## src/rtl/alu_arbiter.sv

```systemverilog
// Round-robin sequencer sharing one combinational ALU between two requesters.
// Handshake cycle T -> rsp_valid from edge T+2; requests stall (ready low) until the response is taken.
module alu_arbiter #(
  parameter int N = 32
) (
  input  logic         clock,
  input  logic         reset_n,
  input  logic         req0_valid,
  output logic         req0_ready,
  input  logic [N-1:0] req0_a,
  input  logic [N-1:0] req0_b,
  input  logic [4:0]   req0_fn,
  input  logic         req1_valid,
  output logic         req1_ready,
  input  logic [N-1:0] req1_a,
  input  logic [N-1:0] req1_b,
  input  logic [4:0]   req1_fn,
  output logic [N-1:0] alu_a,
  output logic [N-1:0] alu_b,
  output logic [4:0]   alu_fn,
  input  logic [N-1:0] alu_r,
  input  logic         alu_fz,
  output logic         rsp_valid,
  input  logic         rsp_ready,
  output logic         rsp_id,
  output logic [N-1:0] rsp_r,
  output logic         rsp_z
);

  typedef enum logic [1:0] {
    IDLE = 2'd0,
    EXEC = 2'd1,
    RESP = 2'd2
  } state_t;

  state_t state, state_nxt;
  logic   last_grant;
  logic   grant_id;
  logic   any_valid;
  logic   handshake;

  always_comb begin
    any_valid  = req0_valid | req1_valid;
    // On a tie the requester that did not win last time goes next.
    grant_id   = (req0_valid & req1_valid) ? ~last_grant : req1_valid;
    req0_ready = 1'b0;
    req1_ready = 1'b0;
    if (state == IDLE && reset_n && any_valid) begin
      req0_ready = ~grant_id;
      req1_ready = grant_id;
    end
    handshake = (req0_valid & req0_ready) | (req1_valid & req1_ready);

    state_nxt = state;
    case (state)
      IDLE:    if (handshake) state_nxt = EXEC;
      EXEC:    state_nxt = RESP;
      RESP:    if (rsp_ready) state_nxt = IDLE;
      default: state_nxt = IDLE;
    endcase
  end

  always_ff @(posedge clock or negedge reset_n) begin
    if (!reset_n) begin
      state <= IDLE;
    end else begin
      state <= state_nxt;
    end
  end

  always_ff @(posedge clock or negedge reset_n) begin
    if (!reset_n) begin
      last_grant <= 1'b1;
      alu_a      <= '0;
      alu_b      <= '0;
      alu_fn     <= '0;
      rsp_valid  <= 1'b0;
      rsp_id     <= 1'b0;
      rsp_r      <= '0;
      rsp_z      <= 1'b0;
    end else begin
      if (state == IDLE && handshake) begin
        alu_a      <= grant_id ? req1_a  : req0_a;
        alu_b      <= grant_id ? req1_b  : req0_b;
        alu_fn     <= grant_id ? req1_fn : req0_fn;
        rsp_id     <= grant_id;
        last_grant <= grant_id;
      end
      if (state == EXEC) begin
        rsp_r     <= alu_r;
        rsp_z     <= alu_fz;
        rsp_valid <= 1'b1;
      end
      if (state == RESP && rsp_ready) begin
        rsp_valid <= 1'b0;
      end
    end
  end

endmodule

```

## config.mk

```make
export PLATFORM = sky130hd
export DESIGN_NAME = alu_arbiter
export DESIGN_NICKNAME = d
export VERILOG_FILES = /design/src/rtl/alu_arbiter.sv
export SDC_FILE = /design/constraint.sdc
export NUM_CORES = 1
export LEC_CHECK = 0
export CAP_MARGIN = 40
export CORE_MARGIN = 2
export CORE_UTILIZATION = 39
export DETAILED_ROUTE_END_ITERATION = 16
export PLACE_DENSITY_LB_ADDON = 0.25
export SYNTH_ARGS = -nofsm -noshare
export SYNTH_HDL_FRONTEND = slang
export SYNTH_SLANG_ARGS = --single-unit
```

## constraint.sdc

```tcl
create_clock -name clock -period 2.18 [get_ports clock]
set_input_delay 0.545 -clock clock [delete_from_list [all_inputs] [get_ports clock]]
set_output_delay 0.545 -clock clock [all_outputs]
set_load 0.005 [all_outputs]
```

==> run_results.csv <==
group,metric,value,unit
setup_path,worstSetupPathType,"input pin to output port",
cells_and_area,multiInputGateArea,2140,um2
cells_and_area,drive_above_1_share,21.7,%
power,pwr-share-seq,36.7,%
routing,vias,4502,
routing,drtIter0Drc,277,
placed_design,port_buffers,281,
setup_path,worst-r2r-setup-slack,0.25,ns
cells_and_area,area_growth,63.8,%
flow_run,cap_violations,0,
cts,cts_tree,"yes",
timing,finalCritPeriodShare,95.3,%
power,peakVddDrop,464,uV
setup_path,regToRegEndpoint,"alu_fn[1]$_DFFE_PN0P_",
hold_path,hp-class,"input pin to async pin",
timing,max_freq,481,MHz
cells_and_area,n_antenna_cell,0,
setup_path,crit_path_max_fanout,3,
timing,tightest_slew,0.808,ns
setup_path,timing.rr.start,"state[0]$_DFFE_PN0P_",
cells_and_area,regArea,2680,um2
routing,avgRoutedWirePerCell,19.5,um
cts,htreeDepth,3,
floorplanning,core,12700,um2
power,intPower,0.00668,W
cts,clk_path_buf_depth,2,
placed_design,placed_area,8000,um2
floorplanning,fp.dieW,118,um
placed_design,placed_cells_incl_taps,833,
timing,setup_tns,0,ns
timing,slew-limit-headroom,46.1,%
cells_and_area,fin_nets,849,
timing,whs,0.299,ns
status,status,"finished, final reports clean",
cts,holdBufCountCts,0,
timing,setup_viol,0,
cells_and_area,stdcell_area,8350,um2
floorplanning,initial_core_util,40.2,%
power,switching_power,0.00283,W
logic_synthesis,synth_top_area_share,52.1,%
power,p_leak,3.36,nW
cells_and_area,nFillCells,979,
logic_synthesis,syn_area,5100,um2
cts,clock_latency,0.35,ns
timing,report.final.slew_viol_count,0,
logic_synthesis,postSynthCellCount,407,
power,p_sw_share,29.7,%
cts,path_clk_slew,0.07,ns
global_route,grt_pass1_vias,4882,
global_route,grt_overflow,0,
power,clkPwrFrac,19.2,%
global_route,grt_max_degree,72,
setup_path,start_kind,"input pin",
setup_path,cp.required,1.63,ns
routing,via_per_inst,5.30,
logic_synthesis,avgSynthCellArea,12.5,um2
logic_synthesis,synth-seq-cells,107,
floorplanning,die_area,14000,um2
cells_and_area,finalNonFillerCells,850,
routing,ant_nets,0,
timing,rsz0062_at_grt,"no",
power,powerDensity,1140,nW/um2
floorplanning,ios,282,
cts,numCtsBuffers,9,
cts,clock_sinks,107,
timing,hold_violations,0,
logic_synthesis,syn_nets,583,
global_route,groute.usage.overall,23.7,%
logic_synthesis,synth.top_cells.by_area,"dfrtp_1 52%, a221o_1 14%, nor3_2 14%",
setup_path,arrival,1.53,ns
placed_design,place_hpwl,11800,um
global_route,antenna_found_initial,0,
timing,finalCriticalPeriod,2.08,ns
setup_path,worstSetupEndpointType,"output port",
cts,cts_root_buffer,"clkbuf_16",
routing,routed_wl,16500,um
timing,clock_skew,0.00605,ns
logic_synthesis,synth.distinct_cells,18,
routing,firstDrtPassIters,4,
global_route,grt_pass1_wl,26400,um
logic_synthesis,yosysWarnings,0,
setup_path,r2r_cells,4,
logic_synthesis,synth_seq_area_share,52.6,%
routing,post-route-drc-count,0,
floorplanning,die_h,118,um
placed_design,gp_congestion,0.815,
power,comb_power_share,44.1,%
logic_synthesis,yosys.area.top_type,"dfrtp_1",
floorplanning,row_count,41,
-- stage by stage --
stage | util [%] | power [W] | worst slack [ns]
3_3_place_gp | 62.9 | 0.00759 | -0.244
2_1_floorplan | - | 0.00505 | 0.246
4_1_cts | 65.9 | 0.00961 | 0.0236
6_report | 65.9 | 0.00951 | 0.103
5_1_grt | 65.9 | 0.0100 | 0.0373
3_5_place_dp | 63.2 | 0.00774 | -0.245
-- cells in the final DEF, fill, tap and decap left out --
cell / Yosys / final
clkdlybuf4s50_1: 0 / 277
dfrtp_1: 106 / 106
nand2_1: 71 / 71
nor3_2: 69 / 69
a221o_1: 69 / 69
mux2_2: 33 / 33
buf_4: 0 / 15
clkbuf_16: 0 / 9
inv_6: 0 / 3
nor3b_2: 0 / 2
inv_1: 2 / 2
a21oi_1: 2 / 2
a21o_1: 2 / 2
bufinv_16: 0 / 2
buf_2: 18 / 2
buf_12: 0 / 2
nor2b_4: 0 / 1
or3b_4: 0 / 1
and3_2: 0 / 1
o21ai_4: 0 / 1
nor2b_2: 0 / 1
nor3b_1: 3 / 1
or2_2: 1 / 1
inv_8: 0 / 1
clkinv_4: 0 / 1
dfstp_2: 1 / 1
buf_16: 0 / 1
dlygate4sd2_1: 0 / 1
-- logic make-up after synthesis --
logic type | share of synthesized area [%]
AOI/OAI and AO/OA | 14.1
DFF | 52.6
and+or+nand+nor | 19.9
buffers and inverters | 6.11
muxes | 7.29
-- routing by layer --
metal  wire (um)  vias to the layer above  track usage [%]  share of wire (%)
li1            -                     2048                -                  -
met1        6760                     2226             28.7                 41
met2        8210                      197             40.6                 50
met3        1180                       31             6.90                7.1
met4         388                        0             7.61                2.3
met5           0                        -                0                  0
-- area by class of cell --
type                    instances  share of cell area (%)
well taps                     172                    2.58
repair buffers                298                    35.6
inverters                       2                  0.0900
multi-input cells             255                    25.7
clock inverters                 7                    1.27
flip-flops and latches        107                    32.1
clock buffers                   9                    2.70
-- critical path, stage by stage --
cell and delay [ns]:
clkdlybuf4s50_1 0.51, and3_2 0.20, dlygate4sd2_1 0.27
-- cells in the mapped netlist, drive strengths merged --
cell type / count
a221o: 69
a21o: 2
or3b: 1
dfrtp: 106
dfstp: 1
or2: 1
inv: 2
nor3: 69
nand2: 71
nor3b: 3
mux2: 33
nor2b: 2
o21ai: 1
and3: 1
buf: 34
clkbuf: 9
a21oi: 2
-- power groups by stage --
stage               Clock (W)  Sequential (W)  Combinational [W]
finish                0.00183         0.00349            0.00419
global route          0.00195         0.00361            0.00446
CTS                   0.00186         0.00349            0.00425
detailed placement          0         0.00350            0.00424
global placement            0         0.00347            0.00412
floorplan                   0         0.00352            0.00153
-- worst max path at each step --
stage | startpoint | end | cells past startpoint
floorplan | reset_n | req0_ready | 4
CTS | state[0]$_DFFE_PN0P_ | req0_ready | 3
detailed placement | req1_valid | req0_ready | 4
global route | state[0]$_DFFE_PN0P_ | req1_ready | 3
global placement | req1_valid | req0_ready | 4
finish | req1_valid | req1_ready | 3
-- flip-flops by register name, indices dropped and copies added, names as in the netlist --
register / cells
rsp_valid: 1
alu_fn: 5
state: 2
rsp_id: 1
alu_a: 32
rsp_z: 1
alu_b: 32
last_grant: 1
rsp_r: 32
-- repair_timing --
action,CTS,global route
endpoints found under the hold margin,0,0
pin swaps,0,0
resized for setup,6,1
setup endpoints to repair,2,1
buffers inserted,0,1
Power figures use the tool's default switching activity.
